`src/rtl/seg7_bank_if.sv`:
```
// Handshake and result bundle for seg7_bank: conversion request in, BCD/segment result out.
interface seg7_bank_if #(
   parameter int unsigned DIGITS = 4,
   parameter int unsigned WIDTH  = 14
);
   logic                  start;
   logic [WIDTH-1:0]      value;
   logic                  busy;
   logic                  done;
   logic                  ovf;
   logic [4*DIGITS-1:0]   bcd;
   logic [7*DIGITS-1:0]   segments;

   // Requester side: issues start/value, observes results
   modport master (
      output start,
      output value,
      input  busy,
      input  done,
      input  ovf,
      input  bcd,
      input  segments
   );

   // Converter side
   modport slave (
      input  start,
      input  value,
      output busy,
      output done,
      output ovf,
      output bcd,
      output segments
   );
endinterface

```
`src/rtl/seg7_bank.sv`:
```
// Sequential binary-to-BCD converter (double dabble, one bit per cycle) driving a bank of
// active-low seven-segment digit patterns with optional leading-zero blanking and overflow dashes.
module seg7_bank #(
   parameter int unsigned DIGITS   = 4,
   parameter int unsigned WIDTH    = 14,
   parameter int unsigned BLANK_LZ = 1
) (
   input  logic       clk,
   input  logic       rst_n,
   seg7_bank_if.slave bus
);

   localparam int unsigned AccW = 4 * DIGITS + 4;
   localparam int unsigned CntW = $clog2(WIDTH + 1);

   localparam logic [6:0] SegBlank = 7'b1111111;
   localparam logic [6:0] SegDash  = 7'b0111111;

   function automatic logic [63:0] f_pow10(input int unsigned n);
      logic [63:0] p;
      p = 64'd1;
      for (int unsigned i = 0; i < n; i++) begin
         p = p * 64'd10;
      end
      return p;
   endfunction

   localparam logic [63:0]     MaxVal      = f_pow10(DIGITS) - 64'd1;
   localparam logic [63:0]     InMax       = (64'd1 << WIDTH) - 64'd1;
   // A narrow input can never exceed the display range, so overflow stays tied low
   localparam bit              OvfPossible = (InMax > MaxVal);
   localparam logic [CntW-1:0] CntLast     = CntW'(WIDTH - 1);

   // Active-low gfedcba; anything above 9 shows blank
   function automatic logic [6:0] f_seg(input logic [3:0] d);
      logic [6:0] s;
      case (d)
         4'd0:    s = 7'b1000000;
         4'd1:    s = 7'b1111001;
         4'd2:    s = 7'b0100100;
         4'd3:    s = 7'b0110000;
         4'd4:    s = 7'b0011001;
         4'd5:    s = 7'b0010010;
         4'd6:    s = 7'b0000010;
         4'd7:    s = 7'b1111000;
         4'd8:    s = 7'b0000000;
         4'd9:    s = 7'b0011000;
         default: s = SegBlank;
      endcase
      return s;
   endfunction

   typedef enum logic [1:0] {
      StIdle = 2'd0,
      StConv = 2'd1,
      StLoad = 2'd2
   } state_e;

   state_e                r_state;
   state_e                w_state_next;
   logic [WIDTH-1:0]      r_val;
   logic [AccW-1:0]       r_acc;
   logic [CntW-1:0]       r_cnt;
   logic                  r_ovf_cap;
   logic                  r_done;
   logic                  r_ovf;
   logic [4*DIGITS-1:0]   r_bcd;
   logic [7*DIGITS-1:0]   r_seg;

   logic                  w_ovf_cap;
   logic [AccW-1:0]       w_adj;
   logic [4*DIGITS-1:0]   w_bcd_next;
   logic [7*DIGITS-1:0]   w_seg_next;
   logic                  w_lead;
   logic [3:0]            w_nib;

   assign w_ovf_cap = OvfPossible && (64'(bus.value) > MaxVal);

   // State register
   always_ff @(posedge clk or negedge rst_n) begin
      if (!rst_n) begin
         r_state <= StIdle;
      end else begin
         r_state <= w_state_next;
      end
   end

   // Next-state logic; start only matters in IDLE
   always_comb begin
      w_state_next = r_state;
      case (r_state)
         StIdle:  if (bus.start) w_state_next = StConv;
         StConv:  if (r_cnt == CntLast) w_state_next = StLoad;
         StLoad:  w_state_next = StIdle;
         default: w_state_next = StIdle;
      endcase
   end

   // Double-dabble correction: add 3 to every nibble >= 5 before the shift
   always_comb begin
      w_adj = r_acc;
      for (int k = 0; k <= int'(DIGITS); k++) begin
         if (r_acc[4*k +: 4] >= 4'd5) begin
            w_adj[4*k +: 4] = r_acc[4*k +: 4] + 4'd3;
         end
      end
   end

   // Result formatting from the finished accumulator: dashes on overflow, else digits with
   // leading zeros above digit 0 optionally blanked
   always_comb begin
      w_bcd_next = r_ovf_cap ? '1 : r_acc[4*DIGITS-1:0];
      w_seg_next = '1;
      w_lead     = 1'b1;
      w_nib      = 4'd0;
      for (int k = int'(DIGITS) - 1; k >= 0; k--) begin
         w_nib = r_acc[4*k +: 4];
         if (w_nib != 4'd0) begin
            w_lead = 1'b0;
         end
         if (r_ovf_cap) begin
            w_seg_next[7*k +: 7] = SegDash;
         end else if ((BLANK_LZ == 1) && w_lead && (k > 0)) begin
            w_seg_next[7*k +: 7] = SegBlank;
         end else begin
            w_seg_next[7*k +: 7] = f_seg(w_nib);
         end
      end
   end

   // Datapath: capture in IDLE, shift in CONV, publish results in LOAD
   always_ff @(posedge clk or negedge rst_n) begin
      if (!rst_n) begin
         r_val     <= '0;
         r_acc     <= '0;
         r_cnt     <= '0;
         r_ovf_cap <= 1'b0;
         r_done    <= 1'b0;
         r_ovf     <= 1'b0;
         r_bcd     <= '0;
         r_seg     <= '1;
      end else begin
         r_done <= 1'b0;
         case (r_state)
            StIdle: begin
               if (bus.start) begin
                  r_val     <= bus.value;
                  r_acc     <= '0;
                  r_cnt     <= '0;
                  r_ovf_cap <= w_ovf_cap;
               end
            end
            StConv: begin
               r_acc <= {w_adj[AccW-2:0], r_val[WIDTH-1]};
               r_val <= r_val << 1;
               r_cnt <= r_cnt + CntW'(1);
            end
            StLoad: begin
               r_bcd  <= w_bcd_next;
               r_seg  <= w_seg_next;
               r_ovf  <= r_ovf_cap;
               r_done <= 1'b1;
            end
            default: begin
            end
         endcase
      end
   end

   assign bus.busy     = (r_state == StConv) || (r_state == StLoad);
   assign bus.done     = r_done;
   assign bus.ovf      = r_ovf;
   assign bus.bcd      = r_bcd;
   assign bus.segments = r_seg;

endmodule

```
`src/flat_wrapper.sv`:
```
// flat-port wrapper written by rule: the top's interface ports become plain ports
module seg7_bank_flat 
#(
   parameter int unsigned DIGITS   = 4,
   parameter int unsigned WIDTH    = 14,
   parameter int unsigned BLANK_LZ = 1
)
  (clk, rst_n, bus_start, bus_value, bus_busy, bus_done, bus_ovf, bus_bcd, bus_segments);
  seg7_bank_if #(.DIGITS(DIGITS), .WIDTH(WIDTH)) bus_i ();
  input  logic clk;
  input  logic rst_n;
  input wire logic [$bits(bus_i.start)-1:0] bus_start;
  input wire logic [$bits(bus_i.value)-1:0] bus_value;
  output wire logic [$bits(bus_i.busy)-1:0] bus_busy;
  output wire logic [$bits(bus_i.done)-1:0] bus_done;
  output wire logic [$bits(bus_i.ovf)-1:0] bus_ovf;
  output wire logic [$bits(bus_i.bcd)-1:0] bus_bcd;
  output wire logic [$bits(bus_i.segments)-1:0] bus_segments;
  assign bus_i.start = bus_start;
  assign bus_i.value = bus_value;
  assign bus_busy = bus_i.busy;
  assign bus_done = bus_i.done;
  assign bus_ovf = bus_i.ovf;
  assign bus_bcd = bus_i.bcd;
  assign bus_segments = bus_i.segments;
  seg7_bank #(.DIGITS(DIGITS), .WIDTH(WIDTH), .BLANK_LZ(BLANK_LZ)) u_core (.clk(clk), .rst_n(rst_n), .bus(bus_i));
endmodule
```
`config.mk`:
```
export PLATFORM = sky130hd
export DESIGN_NAME = seg7_bank_flat
export DESIGN_NICKNAME = d
export VERILOG_FILES = /design/src/rtl/seg7_bank_if.sv /design/src/rtl/seg7_bank.sv /design/src/flat_wrapper.sv
export SDC_FILE = /design/constraint.sdc
export NUM_CORES = 1
export LEC_CHECK = 0
export BUFFER_PORTS_ARGS = -buffer_cell sky130_fd_sc_hd__clkbuf_2
export CORE_UTILIZATION = 49
export CTS_CLUSTER_DIAMETER = 100
export DETAILED_ROUTE_END_ITERATION = 8
export GPL_TIMING_DRIVEN = 0
export PLACE_DENSITY = 0.67
export SYNTH_ARGS = -nofsm -noshare
export SYNTH_HDL_FRONTEND = slang
export SYNTH_SLANG_ARGS = --single-unit
```
`constraint.sdc`:
```
create_clock -name clk -period 2.3 [get_ports clk]
set_clock_uncertainty 0.05 [all_clocks]
set_input_delay 0.46 -clock clk [delete_from_list [all_inputs] [get_ports clk]]
set_output_delay 0.46 -clock clk [all_outputs]
set_load 0.02 [all_outputs]
```
==> impl_metrics.toml, run 1 <==
[global_route]
gr-total-overflow = 0
antenna_found_initial = 0
grt_util_all_layers_pct = 22.87
grt_pass1_vias = 3557
grt_max_degree = 46
grt_pass1_wl_um = 17330

[critical_path]
arrival_ns = 2.26
path_class = "flip-flop to flip-flop"
start_kind = "flip-flop"
end_kind = "flip-flop"
crit_required_ns = 2.54
cp_slowest_cell = "dfrtp_1"
cp_max_fo = 7
crit_chain = "clkbuf_1, inv_1, ha_1, nor4bb_4, nand4_1, nand3_1, o22a_1"
critPathMaxStageDelay_ns = 0.41

[power]
p_per_area_nw_per_um2 = 1223
p_comb_share_pct = 48.4
switching_power_uw = 2697
p_clk_share_pct = 15.0
power.internal_uw = 3510
seqPwrFrac_pct = 36.6
power.leakage_uw = 0.002354
swShare_pct = 43.45
vdd_drop_max_mv = 0.6490

[cts]
ctsResizeCount = 0
clk_pin_slew_worst_paths_ns = 0.08
cts_setup_buffers = 0
cts_max_level = 3
cts-buffers-inserted = 9
cts_max_path_buffers = 2
insertion_delay_ns = 0.34
cts_tree = "done"
ctsHoldBuffers = 0
root_buffer = "clkbuf_8"
cts.sinks = 83

[sta]
setup_ws_ns = 0.2767
tightest_slew_ns = 0.5575
hold_violations = 0
setup_violations = 0
finalMaxSlewViolations = 0
relSlewSlack_pct = 62.83
min_period_over_period_pct = 87.97
whs_ns = 0.07376
fmax_mhz = 494.3
fin_crit_ns = 2.023
rsz0062_at_grt = "no"
setup_tns_ns = 0

[place]
place_ws_ns = 0.3068
hpwl_um = 7471
placed_cells_incl_taps = 645
gp_congestion = 0.8776
portBuffers = 63

[logic_synthesis]
syn_area_um2 = 4432
synthArstFlopShare_pct = 100.0
ys_ff_latch = 83
yosysWarnings = 0
ys_seq_area_share_pct = 47.66
synth_area_per_cell_um2 = 9.369
synth_cells = 473
synth_cell_types = 45
synth-edff-count = 0
ys.flop_type = "dfrtp_1"
synth_nets = 518

[finish]
nFillCells = 777
layout-drive-gt1-share_pct = 23.69
final_common_cell = "nor2_1"
stdcell_count = 661
nets = 593
layout_common_cells = "66 x nor2_1, 62 x clkbuf_2, 55 x dfrtp_1"
area_growth_pct = 14.54
diodes = 0

[floorplan]
start_util_pct = 50.82
fp.dieH_um = 97.10
die_area_um2 = 9428
io-pin-count = 64
rows = 34
die_w_um = 97.10
core_um2 = 8721

[routing]
num_vias = 3632
firstDrtPassIters = 4
final_antenna_net_count = 0
routed_wl_um = 10360
post_drt_wl_per_cell_um = 15.67
drcViolationCount = 0
avgViaCountPerCell = 5.495
drt_iter0_markers = 149

[outcome]
status = "finished, final reports clean"

[hold_path]
min_path_type = "primary input to async pin"

[flow_run]
cap_violations = 0
## cell type report
class                   instances  area, um^2  area share (%)
clock inverters                 3       15.01          0.2958
plain buffers                  28       133.9           2.637
inverters                      21       78.83           1.553
well taps                     108       135.1           2.662
flip-flops and latches         83        2112           41.61
repair buffers                 64       345.3           6.803
clock buffers                  13       148.9           2.933
multi-input cells             341        2107           41.51
## through the flow
step	area (um^2)	power [uW]	utilization, %
finish	5076	6207	58.21
global route	5076	6719	58.21
CTS	5076	6240	58.21
detailed placement	4912	5294	56.33
global placement	4882	5199	55.98
floorplan	4432	4457	-
## cells by family after synthesis
kind of cell | count (synthesis) | synth area share, %
flops | 83 | 47.66
simple gates | 161 | 16.32
buf+inv | 49 | 4.799
xor+xnor | 7 | 1.383
fa+ha+maj | 28 | 7.905
compound gates | 125 | 17.36
mux | 20 | 4.574
## power groups by stage
stage,registers [uW],logic [uW],clock network [uW]
after floorplan,2390,2060,0
after global placement,2270,2930,0
after CTS,2270,3010,959
final,2270,3000,932
after detailed placement,2290,3000,0
after global routing,2320,3380,1020
## cell usage after synthesis, drive strengths merged, types with 3 or more instances
cell	count	area share (%)
a211oi	3	0.51
a21o	4	0.68
a21oi	33	3.7
a22o	4	0.79
a31oi	9	1.3
and2	4	0.56
buf	18	2.2
clkbuf	10	0.85
dfrtp	55	31
dfstp	28	17
ha	28	7.9
inv	21	1.8
mux2i	18	4.1
nand2	52	4.4
nand2b	10	1.4
nand3	9	1.1
nor2	66	5.6
nor2b	6	0.85
nor3	8	1.0
o21a	3	0.51
o21ai	44	5.1
o22a	10	2.0
o311ai	5	0.99
o31ai	3	0.51
xnor2	5	0.99
## state kept, by name, indices dropped and copies added, names as in the netlist
| signal | flops |
|---|---|
| u_core.bus.ovf | 1 |
| u_core.r_acc | 16 |
| u_core.r_val | 14 |
| u_core.bus.bcd | 16 |
| u_core.r_ovf_cap | 1 |
| u_core.r_state | 2 |
| u_core.r_cnt | 4 |
| u_core.bus.done | 1 |
| u_core.bus.segments | 28 |
## final timing paths
kind | startpoint | to | slack (ns) | cells after the start
worst max-delay path | u_core.r_acc[9]$_DFFE_PN0P_ | u_core.bus.segments[10]$_DFFE_PN1P_ | 0.28 | 7
worst min-delay path | rst_n | u_core.bus.ovf$_DFFE_PN0P_ | 0.07 | 1
worst max register to register | u_core.r_acc[9]$_DFFE_PN0P_ | u_core.bus.segments[10]$_DFFE_PN1P_ | 0.28 | 7
worst min register to register | u_core.bus.segments[27]$_DFFE_PN1P_ | u_core.bus.segments[27]$_DFFE_PN1P_ | 0.43 | 2
max in group asynchronous | rst_n | u_core.bus.segments[6]$_DFFE_PN1P_ | 1.44 | 2
min in group clk | bus_value[3] | u_core.r_val[3]$_DFFE_PN0P_ | 0.36 | 3
## critical path: cells and delay by family (launching register included)
kind / cells / cell delay [ns]
flip-flops: 1 / 0.41
adder cells (fa/ha/maj): 1 / 0.19
AO/OA/AOI/OAI: 1 / 0.15
AND/OR/NAND/NOR: 3 / 0.81
buffers and inverters: 2 / 0.36
## per-layer routing
metal | up-vias | GRT usage, % | part of all wire (%)
li1 | 1773 | - | -
met1 | 1760 | 29.85 | 46
met2 | 90 | 37.65 | 48
met3 | 9 | 4.604 | 5.1
met4 | 0 | 8.496 | 1.1
met5 | - | 0 | 0
Power figures use the tool's default switching activity.
==> run 2, diff against run 1 <==
Settings changed: CORE_ASPECT_RATIO set to 0.8.
==> run 2 against run 1 <==
  * Core utilization up 2.3 points
  * Register-to-register slack about the same
  * Global-route usage up 1.4 points
  * Via count up 1.4%
  * Setup slack better by 0.010 ns
  * Final cell count up 0.61%
  * Hold slack better by 0.020 ns
  * Fmax up 0.52%
  * Die area about the same
  * Critical path type unchanged
==> impl_metrics.toml, run 2 (synthesis gave the netlist of run 1 again) <==
[outcome]
status = "finished, final reports clean"

[power]
vdd_drop_max_mv = 0.4731
total_power_uw = 6829
p_per_area_nw_per_um2 = 1306
power.leakage_uw = 0.002416

[global_route]
grt_pass1_wl_um = 17460
grt_max_degree = 46
gr-total-overflow = 0
grt_util_all_layers_pct = 24.23
grt_pass1_vias = 3448
antenna_found_initial = 0

[place]
portBuffers = 63
hpwl_um = 7589
gp_congestion = 0.8857

[sta]
tightest_slew_ns = 0.5945
fin_crit_ns = 2.013
setup_tns_ns = 0
rsz0062_at_grt = "no"
relSlewSlack_pct = 60.37
setup_violations = 0
fmax_mhz = 496.8
hold_violations = 0
whs_ns = 0.09398
finalMaxSlewViolations = 0
min_period_over_period_pct = 87.51

[routing]
drt_iter0_markers = 274
drcViolationCount = 0
final_antenna_net_count = 0
avgViaCountPerCell = 5.537
num_vias = 3682
firstDrtPassIters = 6
post_drt_wl_per_cell_um = 15.89
routed_wl_um = 10570

[floorplan]
die_area_um2 = 9431
fp.dieH_um = 87.06
start_util_pct = 51.33
die_w_um = 108.3
rows = 30
io-pin-count = 64
core_um2 = 8633

[cts]
root_buffer = "clkbuf_16"
ctsHoldBuffers = 0
cts.sinks = 83
clk_pin_slew_worst_paths_ns = 0.06
cts-buffers-inserted = 9
cts_tree = "done"
ctsResizeCount = 0
insertion_delay_ns = 0.33
cts_max_level = 3
cts_max_path_buffers = 2
cts_setup_buffers = 0

[critical_path]
critPathMaxStageDelay_ns = 0.40
crit_family = "simple AND/OR/NAND/NOR gates"
cp_slowest_cell = "dfrtp_1"
cp_max_fo = 7
start_kind = "flip-flop"
crit_chain = "clkbuf_1, inv_1, ha_1, nor4bb_4, nand4_1, nand3_1, o22a_1"
arrival_ns = 2.24
end_kind = "flip-flop"
crit_required_ns = 2.53
crit_buf_inv = 2
path_class = "flip-flop to flip-flop"

[finish]
nFillCells = 763
nets = 593
layout_common_cells = "66 x nor2_1, 62 x clkbuf_2, 55 x dfrtp_1"
diodes = 0
largest_reg_flops = 28
layout-drive-gt1-share_pct = 23.87
area_growth_pct = 17.96
final_common_cell = "nor2_1"

[hold_path]
min_path_type = "primary input to async pin"

[flow_run]
cap_violations = 0
## run 2: cell count changes in the layout (fill, tap and decap cells not counted), sizes merged
| cell | change |
|---|---|
| clkbuf | -2 |
| clkinv | -1 |
| clkinvlp | +1 |
| bufinv | +2 |
## run 2: worst register-to-register path, delay by kind of cell, from the launching register on
kind / cells / cell delay, ns
compound gates: 1 / 0.15
buf+inv: 2 / 0.36
fa+ha+maj: 1 / 0.19
flops: 1 / 0.40
simple gates: 3 / 0.81
## run 2: area by class of cell
type,instances,area [um^2],area share [%]
Sequential cell,83,2112,40.40
Multi-Input combinational cell,341,2107,40.31
Timing Repair Buffer,64,345.3,6.606
Clock buffer,11,232.7,4.452
Tap cell,112,140.1,2.681
Buffer,28,133.9,2.561
Inverter,21,78.83,1.508
Clock inverter,5,77.57,1.484
## run 2: layer usage
layer	up-vias	share of wire [%]	GRT usage, %
li1	1778	-	-
met5	-	0	0
met3	12	4.8	4.263
met1	1796	49	34.53
met2	96	45	38.51
met4	0	1.1	5.774
## run 2: final timing paths
path	start	endpoint	slack, ns	cells past startpoint
worst max-delay path	u_core.r_acc[9]$_DFFE_PN0P_	u_core.bus.segments[10]$_DFFE_PN1P_	0.29	7
worst min-delay path	rst_n	u_core.bus.bcd[9]$_DFFE_PN0P_	0.09	1
worst max register to register	u_core.r_acc[9]$_DFFE_PN0P_	u_core.bus.segments[10]$_DFFE_PN1P_	0.29	7
worst min register to register	u_core.r_val[9]$_DFFE_PN0P_	u_core.r_val[9]$_DFFE_PN0P_	0.43	2
max in group asynchronous	rst_n	u_core.bus.segments[26]$_DFFE_PN1P_	1.44	2
min in group clk	bus_value[13]	u_core.r_ovf_cap$_DFFE_PN0P_	0.37	3
## run 2: through the flow
step / cells / instance area [um^2] / util (%) / worst slack, ns
finish: 665 / 5228 / 60.55 / 0.2872
floorplan: 473 / 4432 / - / 0.6270
detailed placement: 649 / 4917 / 56.96 / 0.3160
global placement: 648 / 4887 / 56.61 / -0.1415
CTS: 665 / 5228 / 60.55 / 0.3057
global route: 665 / 5228 / 60.55 / 0.1628
## run 2: where the power goes
group	leakage [uW]	internal [uW]	total (uW)	switching [uW]
sequential	0.00103	1930	2280	355
combinational	0.00124	1170	3040	1870
clock	0.000150	948	1510	562
total	0.00242	4040	6830	2790
==> run 3, diff against run 2 <==
Settings changed: PLACE_DENSITY 0.67 to 0.7, SETUP_SLACK_MARGIN set to 0.05.
Clock period 2.3 ns to 1.69 ns, I/O delays scaled along.
==> run 3 against run 2 <==
  * The flow now finishes with violations (hold timing, setup timing)
  * Setup slack got worse by 0.30 ns
  * Global-route usage rose by 2.2 points
  * Non-clock buffer count is 27 higher
  * Clock power rose by 49%
  * Critical path depth did not move
  * Combinational power up 71%
  * Hold slack worse by 0.11 ns
  * Critical endpoint is now u_core.bus.segments[8]$_DFFE_PN1P_
  * Largest cell class is now multi-input combinational cells
  * Largest power group unchanged
==> impl_metrics.toml, run 3 (synthesis gave the netlist of run 1 again) <==
[routing]
avgViaCountPerCell = 5.685
num_vias = 3934
drcViolationCount = 0
firstDrtPassIters = 6
post_drt_wl_per_cell_um = 17.23
final_antenna_net_count = 0
routed_wl_um = 11920
drt_iter0_markers = 260

[finish]
area_growth_pct = 28.88
utilization_pct = 66.16
diodes = 0
layout-drive-gt1-share_pct = 35.52
stdcell_count = 692
final_common_cell = "clkbuf_2"
layout_common_cells = "68 x clkbuf_2, 66 x nor2_1, 50 x nand2_1"
nets = 620
largest_reg_flops = 28

[floorplan]
io-pin-count = 64
rows = 30
die_area_um2 = 9431
start_util_pct = 51.33
die_w_um = 108.3
core_um2 = 8633
fp.dieH_um = 87.06

[cts]
cts_tree = "done"
insertion_delay_ns = 0.34
cts.sinks = 83
cts_max_level = 3
cts_max_path_buffers = 2
ctsHoldBuffers = 0
root_buffer = "clkbuf_16"
clk_pin_slew_worst_paths_ns = 0.06
cts-buffers-inserted = 9

[power]
p_per_area_nw_per_um2 = 1844
p_comb_share_pct = 49.4
seqPwrFrac_pct = 29.2
swShare_pct = 40.35
p_clk_share_pct = 21.3
switching_power_uw = 4251
power.leakage_uw = 0.002635
vdd_drop_max_mv = 0.7518
power.internal_uw = 6284

[critical_path]
arrival_ns = 1.94
start_kind = "flip-flop"
crit_required_ns = 1.92
end_kind = "flip-flop"
cp_max_fo = 4
path_class = "flip-flop to flip-flop"

[outcome]
failed_checks = "hold timing, setup timing"
status = "finished with violations"

[sta]
fmax_mhz = 585.6
setup_violations = 5
rsz0062_at_grt = "yes"
setup_ws_ns = -0.01778
hold_violations = 19
relSlewSlack_pct = 59.80
fin_crit_ns = 1.708
min_period_over_period_pct = 101.1
whs_ns = -0.01837
tightest_slew_ns = 0.6031
finalMaxSlewViolations = 0

[global_route]
antenna_found_initial = 0
grt_pass1_vias = 3728
gr-total-overflow = 0
grt_pass1_wl_um = 18870
grt_max_degree = 43
grt_util_all_layers_pct = 26.40

[hold_path]
min_path_type = "primary input to async pin"

[place]
portBuffers = 63
gp_congestion = 0.9010
hpwl_um = 7577
placed_cells_incl_taps = 649

[flow_run]
cap_violations = 0
==> run 3: cell types whose count changed in the layout (fill, tap and decap cells not counted), moves of 6 or more <==
cell / change
inv_1: -7
clkbuf_1: -7
buf_2: -8
buf_4: +26
buf_6: +6
dfrtp_2: +7
ha_1: -6
clkbuf_2: +6
dfrtp_1: -7
==> run 3: final cells by class <==
| class | count | area (um^2) |
|---|---|---|
| fillers | 698 | 2922 |
| multi-input cells | 341 | 2277 |
| flip-flops and latches | 83 | 2121 |
| repair buffers | 91 | 548.0 |
| clock buffers | 10 | 229.0 |
| plain buffers | 28 | 198.9 |
| well taps | 112 | 140.1 |
| clock inverters | 6 | 113.9 |
| inverters | 21 | 83.83 |
==> run 3: final timing paths <==
| path | startpoint | to | slack, ns | depth (start not counted) |
|---|---|---|---|---|
| setup / recovery | u_core.r_acc[9]$_DFFE_PN0P_ | u_core.bus.segments[8]$_DFFE_PN1P_ | -0.02 | 7 |
| hold / removal | rst_n | u_core.bus.bcd[9]$_DFFE_PN0P_ | -0.02 | 1 |
| setup reg to reg | u_core.r_acc[9]$_DFFE_PN0P_ | u_core.bus.segments[8]$_DFFE_PN1P_ | -0.02 | 7 |
| hold reg to reg | u_core.bus.segments[27]$_DFFE_PN1P_ | u_core.bus.segments[27]$_DFFE_PN1P_ | 0.43 | 2 |
| max in group asynchronous | rst_n | u_core.bus.segments[25]$_DFFE_PN1P_ | 0.92 | 2 |
| min in group clk | bus_value[13] | u_core.r_ovf_cap$_DFFE_PN0P_ | 0.26 | 3 |
==> run 3: metrics by stage <==
stage / total power [uW] / hold slack, ns / setup WS (ns) / area (um^2) / setup TNS [ns]
3_5_place_dp: 7220 / 0.3600 / -0.2350 / 4911 / -6.650
4_1_cts: 9929 / 0.002853 / 0.01038 / 5489 / 0
6_report: 10530 / -0.01837 / -0.01778 / 5712 / -0.04344
3_3_place_gp: 7095 / 0.4118 / -0.6092 / 4888 / -42.22
2_1_floorplan: 6070 / -0.007591 / 0.06032 / 4433 / 0
5_1_grt: 11240 / 0.02012 / -0.1318 / 5712 / -0.9879
==> run 3: layer usage <==
| metal | routed length [um] | track usage, % | vias up |
|---|---|---|---|
| met4 | 298 | 8.968 | 0 |
| met3 | 868 | 5.684 | 30 |
| li1 | - | - | 1832 |
| met2 | 5548 | 41.57 | 164 |
| met5 | 0 | 0 | - |
| met1 | 5208 | 36.27 | 1908 |
==> run 3: power by group through the flow <==
stage	Clock (uW)	Combinational, uW	Sequential, uW
finish	2250	5210	3080
global route	2360	5740	3140
CTS	2270	4600	3060
detailed placement	0	4100	3120
global placement	0	4000	3090
floorplan	0	2810	3260
==> run 3: critical path: stages (launching register included) <==
cell and delay, ns:
dfrtp_1 0.41, clkbuf_8 0.16, inv_4 0.06, ha_4 0.13, nor4bb_4 0.25, nand4_1 0.29
nand3_2 0.17, o22a_1 0.14
==> run 3: timing repair <==
item / CTS / global route
buffers inserted: 13 / 12
setup endpoints to repair: 74 / 65
pin swaps: 6 / 10
gates cloned: 1 / 1
gates resized for setup: 46 / 44
